[src/rtl/pc_sequencer_pkg.sv]
// Shared CPU definitions: sequencer state encoding, default PC stride and the
// 32-bit instruction layout {opcode, arg1, arg2, result}.
package pc_sequencer_pkg;

  typedef enum logic [1:0] {
    ST_IDLE   = 2'd0,
    ST_FETCH  = 2'd1,
    ST_ISSUE  = 2'd2,
    ST_HALTED = 2'd3
  } seq_state_t;

  localparam int PC_STEP = 4;

  localparam int OPCODE_MSB = 31;
  localparam int OPCODE_LSB = 24;
  localparam int ARG1_MSB   = 23;
  localparam int ARG1_LSB   = 16;
  localparam int ARG2_MSB   = 15;
  localparam int ARG2_LSB   = 8;
  localparam int RESULT_MSB = 7;
  localparam int RESULT_LSB = 0;

  typedef struct packed {
    logic [OPCODE_MSB-OPCODE_LSB:0] opcode;
    logic [ARG1_MSB-ARG1_LSB:0]     arg1;
    logic [ARG2_MSB-ARG2_LSB:0]     arg2;
    logic [RESULT_MSB-RESULT_LSB:0] result;
  } instr_t;

endpackage

[src/rtl/pc_sequencer.sv]
// Program-counter sequencer: fetches one instruction at a time, holds it for
// decode until exec_done, then steps, jumps or halts.
module pc_sequencer
  import pc_sequencer_pkg::*;
#(
  parameter int                ADDR_W   = 8,
  parameter int                PC_STEP  = pc_sequencer_pkg::PC_STEP,
  parameter logic [ADDR_W-1:0] RESET_PC = '0
) (
  input  logic              clk,
  input  logic              rst_n,
  input  logic              en,
  output logic              imem_req,
  output logic [ADDR_W-1:0] imem_addr,
  input  logic              imem_ready,
  input  logic [31:0]       imem_data,
  output logic [31:0]       instr,
  output logic              instr_valid,
  input  logic              exec_done,
  input  logic              is_cond,
  input  logic              take,
  input  logic              halt,
  output logic [ADDR_W-1:0] pc,
  output logic              halted,
  output seq_state_t        dbg_state
);

  // Handshakes: imem_data is captured on any FETCH cycle with imem_ready=1;
  // instr is consumed on any ISSUE cycle with exec_done=1. Both are level
  // valid/ready pairs with no combinational path from input to output.

  seq_state_t        r_state;
  seq_state_t        w_state_nxt;
  logic [ADDR_W-1:0] r_pc;
  logic [ADDR_W-1:0] w_pc_nxt;
  logic [ADDR_W-1:0] w_pc_inc;
  logic [ADDR_W-1:0] w_target;
  instr_t            r_instr;

  assign w_pc_inc = r_pc + ADDR_W'(PC_STEP);
  // Jump target is the low ADDR_W bits of the instruction (the result byte).
  assign w_target = ADDR_W'(r_instr);

  always_comb begin
    w_state_nxt = r_state;
    w_pc_nxt    = r_pc;
    case (r_state)
      ST_IDLE: begin
        if (en) w_state_nxt = ST_FETCH;
      end
      ST_FETCH: begin
        if (imem_ready) w_state_nxt = ST_ISSUE;
      end
      ST_ISSUE: begin
        if (exec_done) begin
          if (halt) begin
            w_state_nxt = ST_HALTED;
          end else begin
            w_pc_nxt    = (is_cond && take) ? w_target : w_pc_inc;
            w_state_nxt = en ? ST_FETCH : ST_IDLE;
          end
        end
      end
      ST_HALTED: begin
        w_state_nxt = ST_HALTED;
      end
      default: begin
        w_state_nxt = ST_IDLE;
      end
    endcase
  end

  always_ff @(posedge clk or negedge rst_n) begin
    if (!rst_n) begin
      r_state <= ST_IDLE;
      r_pc    <= RESET_PC;
      r_instr <= '0;
    end else begin
      r_state <= w_state_nxt;
      r_pc    <= w_pc_nxt;
      if (r_state == ST_FETCH && imem_ready) r_instr <= imem_data;
    end
  end

  assign imem_req    = (r_state == ST_FETCH);
  assign instr_valid = (r_state == ST_ISSUE);
  assign halted      = (r_state == ST_HALTED);
  assign imem_addr   = r_pc;
  assign pc          = r_pc;
  assign instr       = r_instr;
  assign dbg_state   = r_state;

endmodule

[config.mk]
export PLATFORM = sky130hd
export DESIGN_NAME = pc_sequencer
export DESIGN_NICKNAME = d
export VERILOG_FILES = /design/src/rtl/pc_sequencer_pkg.sv /design/src/rtl/pc_sequencer.sv
export SDC_FILE = /design/constraint.sdc
export NUM_CORES = 1
export LEC_CHECK = 0
export CAP_MARGIN = 25
export CORE_ASPECT_RATIO = 1.5
export CORE_UTILIZATION = 36
export CTS_CLUSTER_DIAMETER = 100
export DETAILED_ROUTE_END_ITERATION = 10
export PLACE_DENSITY = 0.84
export SYNTH_ARGS = -nofsm -noshare
export SYNTH_HDL_FRONTEND = slang
export SYNTH_SLANG_ARGS = --single-unit
[constraint.sdc]
create_clock -name clk -period 2.02 [get_ports clk]
set_clock_uncertainty 0.2 [all_clocks]
set_input_delay 0.202 -clock clk [delete_from_list [all_inputs] [get_ports clk]]
set_output_delay 0.202 -clock clk [all_outputs]
set_load 0.05 [all_outputs]
# == Word level (Yosys, flattened, before mapping) ==
# Index checks and enable logic that the tools add are counted.
# totals
out_inout_bits,53
inputBits,40
regBits,42
elab_cells,26
# op_classes
mux,7
add_sub_neg,1
n_bitwise,1
n_reduce_logical,5
n_eq_ne,6
# op_table
cell,n
$add 8x3->8 const B,1
$mux 2,4
$mux 8,1
$pmux 2 s4,1
$reduce_and 3->1,2
$eq 2x2->1 const B,2
$ne 2x1->1 const B,2
$eq 2x1->1 const B,1
$logic_and 1x1->1,2
$logic_not 2->1,1
$ne 2x2->1 const B,1
$mux 1,1
$not 1->1,1

# == Longest topological paths before layout ==
# logic_depth
depth_word,4
depth_mapped,4
ltp_nobuf,4

# == Worst setup path before layout ==
# No wires, ideal clock.
# synth_timing
path_type,register to register
from,"register r_state[1], in the netlist dbg_state[1]"
to,register r_instr (netlist bit instr[10])
path_slack_ps,-58
path_buffers,1
stages_incl_launch_ff,5
arrival_time_ps,1753
setup_ps,125
path_cell_list,dfrtp_1 and2b_2 nand2_4 buf_8 mux2_2
# synth_via
elab_chain_len,2
# synth_lines
item,line,text
"start, declared",pc_sequencer.sv:32,seq_state_t r_state;
"start signal, assigned",pc_sequencer.sv:79,r_state <= w_state_nxt;
$eq 2x1->1,n/a,
via imem_req,pc_sequencer.sv:13,"output logic imem_req,"
$logic_and 1x1->1,pc_sequencer.sv:81,if (r_state == ST_FETCH && imem_ready) r_instr <= imem_data;
"end signal, assigned",pc_sequencer.sv:81,
"end, declared",pc_sequencer.sv:38,instr_t r_instr;
# The timed path passes the listed nets, and every way through them passes these cells.
# A chain may end at the register's enable or synchronous reset.

# == Final worst setup path ==
# layout_timing
from,"register r_pc[5], in the netlist imem_addr[5]"
to,output imem_addr[5]
# layout_lines
item,line,text
"start, declared",pc_sequencer.sv:34,logic [ADDR_W-1:0] r_pc;
"start signal, assigned",pc_sequencer.sv:80,r_pc <= w_pc_nxt;
"end, declared",pc_sequencer.sv:14,"output logic [ADDR_W-1:0] imem_addr,"
# No word-level cell between the ends.

==> results.md <==
* Pleak at 0.001246 uW
* Wirelength per Cell at approximately 15 um
* Remaining antenna violation count at 0
* Placed cells at approximately 290
* Post-DP HPWL at 3342 um
* Outcome: completed
* Synthesized net count at between 150 and 200
* Die Height at between 90 and 100 um
* Category of the worst setup path launch point: register
* GRT Total Usage at 0.1727
* Number of buffer and inverter stages on the critical path at 1
* TritonCTS clock tree: yes
* Met1 wire length at about 1600 um
* Clock sink total at 42
* Tmin final at ~2.0 ns
* Setup Slack @ Placement at 0.1294 ns
* Number of top-level pins at 93
* First DRT Iteration DRCs at 47
* Worst-case clock buffer depth at 2
* Number of CTS-inserted buffers at 5
* FF+latch count, synth at 42
* Synthesized area at 1869 um^2
* Transition time at the pin with the least slew margin at roughly 0.59 ns
* Gate Count Post-Synth at roughly 140
* Most common cell after layout, fill and taps aside: sky130_fd_sc_hd__clkdlybuf4s50_1
* Slowest stage delay, CP at ~0.84 ns
* Max_cap viols at 0
* Final clock period utilization by the worst path at 0.9792
* Wire length of the first global-routing pass at 7093 um
* IR drop worst, VDD at 0.7965 mV
* Clock slew seen by the registers of the worst setup and hold paths at 0.09 ns
* Floorplan row count at 31
* Number of global-route vias before repair at 1545
* Critical Setup Path Class: register to output port
* Class of the worst hold path: input pin to async pin
* Cell class contributing the biggest share of worst-path delay: buffers and inverters
* Number of unique standard cell types used by synthesis at 29
* Initial Utilization at 0.3795
* Endpoint type of the worst setup path: output port
* Final Hold Violating Endpoints at 0
* Area Overhead vs Synth at 54.75%
* Worst R2R Path Depth at 3
* Final Slew Violations at 0
* Residual DRC count at 0
* Max-slew headroom at 0.6083
* Post-detailed-routing wire length at 4350 um
* Reg-to-reg setup timing slack at 0.21 ns
* Critical Path Stages at 1
* Setup WS post-layout at ~0.042 ns
* Detailed-route via count at 1428
* Maximum achievable frequency at approximately 0.51 GHz
* Routed length on met2 at 2429 um
* Leading cell types in the layout, fill and taps excluded: sky130_fd_sc_hd__clkdlybuf4s50_1, sky130_fd_sc_hd__dfrtp_1, sky130_fd_sc_hd__mux2_2
* Clock insertion delay at the later pin of the skew report at 0.29 ns
* Non-Filler Instances at 294
* Buffers on Ports at 92
* Diode insertion count for antenna repair at 0
* Data arrival time of the critical path at about 1.6 ns
* Largest net degree at the start of global routing at 33
* Last weighted congestion value of the routability-driven placer at a little under 0.9
* Nets@finish at between 200 and 300
* DIE AREA at 5491 um^2
* Die outline width at between 60 and 70 um
* Sequential area share after synthesis at 0.5622
* Cells traversed along the worst timing path: clkdlybuf4s50_1
* Met3 layer wire length in the routed design at 231 um
* RSZ-0062 raised after global routing: false
* Top layer in use: met4
* Mean instance size in the synthesized netlist at approximately 14 um^2
* H-tree depth at 2
* Post-detailed-route via-to-cell ratio at 4.857
* Share of cells above drive strength 1 at 0.2281
* Top fanout value on the critical path at 6
* Iteration count of the initial detailed-routing pass at 4
* Core area at 4926 um^2
* Pwr dens at between 1500 and 2000 nW/um^2
* Slowest CP cell: sky130_fd_sc_hd__clkdlybuf4s50_1
* Critical Path RT at 1.62 ns
* Final TNS setup at 0 ns
* Initial antenna violation count at 0
* Final setup vio count at 0
* Overflow left after global routing at 0
* Total number of yosys warnings at 0
* Root buffer cell: sky130_fd_sc_hd__clkbuf_8
## logic make-up (layout without fill, tap and decap cells)
kind of cell,count (synthesis),after routing,synth area share
fa+ha+maj,1,1,0.006692
mux,37,37,0.2209
flops,42,42,0.5623
buf+inv,14,106,0.06292
compound gates,20,20,0.06695
simple gates,22,22,0.08033
## synth_stat cells
cell type | number | area share
sky130_fd_sc_hd__a21oi_1 | 4 | 0.011
sky130_fd_sc_hd__and2_1 | 1 | 0.0033
sky130_fd_sc_hd__and3_1 | 3 | 0.010
sky130_fd_sc_hd__mux2_2 | 32 | 0.19
sky130_fd_sc_hd__o211ai_1 | 1 | 0.0040
sky130_fd_sc_hd__buf_8 | 3 | 0.024
sky130_fd_sc_hd__buf_2 | 1 | 0.0027
sky130_fd_sc_hd__buf_4 | 8 | 0.032
sky130_fd_sc_hd__and2_0 | 1 | 0.0033
sky130_fd_sc_hd__mux2i_1 | 3 | 0.016
sky130_fd_sc_hd__nand4bb_4 | 1 | 0.015
sky130_fd_sc_hd__a22o_1 | 3 | 0.014
sky130_fd_sc_hd__nand2_1 | 5 | 0.010
sky130_fd_sc_hd__nor2_1 | 3 | 0.0060
sky130_fd_sc_hd__or4b_1 | 1 | 0.0054
sky130_fd_sc_hd__a21o_1 | 1 | 0.0040
sky130_fd_sc_hd__o21ai_0 | 8 | 0.021
sky130_fd_sc_hd__inv_1 | 2 | 0.0040
sky130_fd_sc_hd__nor2b_1 | 1 | 0.0033
sky130_fd_sc_hd__nand3_1 | 3 | 0.0080
sky130_fd_sc_hd__ha_1 | 1 | 0.0067
sky130_fd_sc_hd__nor4bb_1 | 1 | 0.0054
sky130_fd_sc_hd__o22a_1 | 1 | 0.0047
sky130_fd_sc_hd__nand2_4 | 1 | 0.0060
sky130_fd_sc_hd__a22oi_1 | 1 | 0.0040
sky130_fd_sc_hd__o31ai_1 | 1 | 0.0040
sky130_fd_sc_hd__dfrtp_1 | 42 | 0.56
sky130_fd_sc_hd__mux2_1 | 2 | 0.012
sky130_fd_sc_hd__and2b_2 | 1 | 0.0047
## sequential cells by signal, indices dropped and copies added, names as in the netlist
register	cells
instr	24
imem_addr	8
w_target	8
dbg_state	2
## routing by layer
metal  vias up  GRT usage
met5         -          0
met4         0    0.07197
met1       705     0.1991
li1        661          -
met2        54     0.2921
met3         8    0.04441
## per-stage QoR
stage	hold slack [ns]	instance area (um^2)	total power [uW]	utilization
floorplan	-0.2936	1872	3033	-
global placement	0.03606	2788	3897	0.5659
detailed placement	0.03662	2788	3948	0.5659
CTS	0.2428	2888	4495	0.5862
global route	0.3050	2893	4639	0.5872
finish	0.2388	2893	4453	0.5872
## layout make-up
cell class	instances	area [um^2]
tap	66	82.58
fill	450	2033
clock inverter	3	21.27
timing repair buffer	96	958.4
inverter	2	7.507
clock buffer	5	68.82
sequential	42	1054
multi-input combinational	80	700.7
## timing repair
| action | in CTS | in global routing |
|---|---|---|
| setup endpoints to repair | 0 | 2 |
| endpoints found under the hold margin | 25 | 0 |
| buffers inserted | 0 | 0 |
| gates resized for setup | 0 | 2 |
| hold buffers | 1 | 0 |
## where the power goes
| group | internal, uW | leakage (uW) | switching (uW) |
|---|---|---|---|
| combinational | 908 | 0.000688 | 1620 |
| clock | 243 | 0.0000441 | 295 |
| sequential | 1170 | 0.000514 | 217 |
| total | 2320 | 0.00125 | 2130 |
## final timing paths
check / from / endpoint
worst max register to register: dbg_state[1] / instr[25]
max in group asynchronous: rst_n / w_target[1]
worst max-delay path: imem_addr[5] / imem_addr[5]
worst min register to register: instr[12] / instr[12]
worst min-delay path: rst_n / w_target[6]
min in group clk: imem_data[12] / instr[12]
No activity file was read; power rests on OpenSTA's default activity.
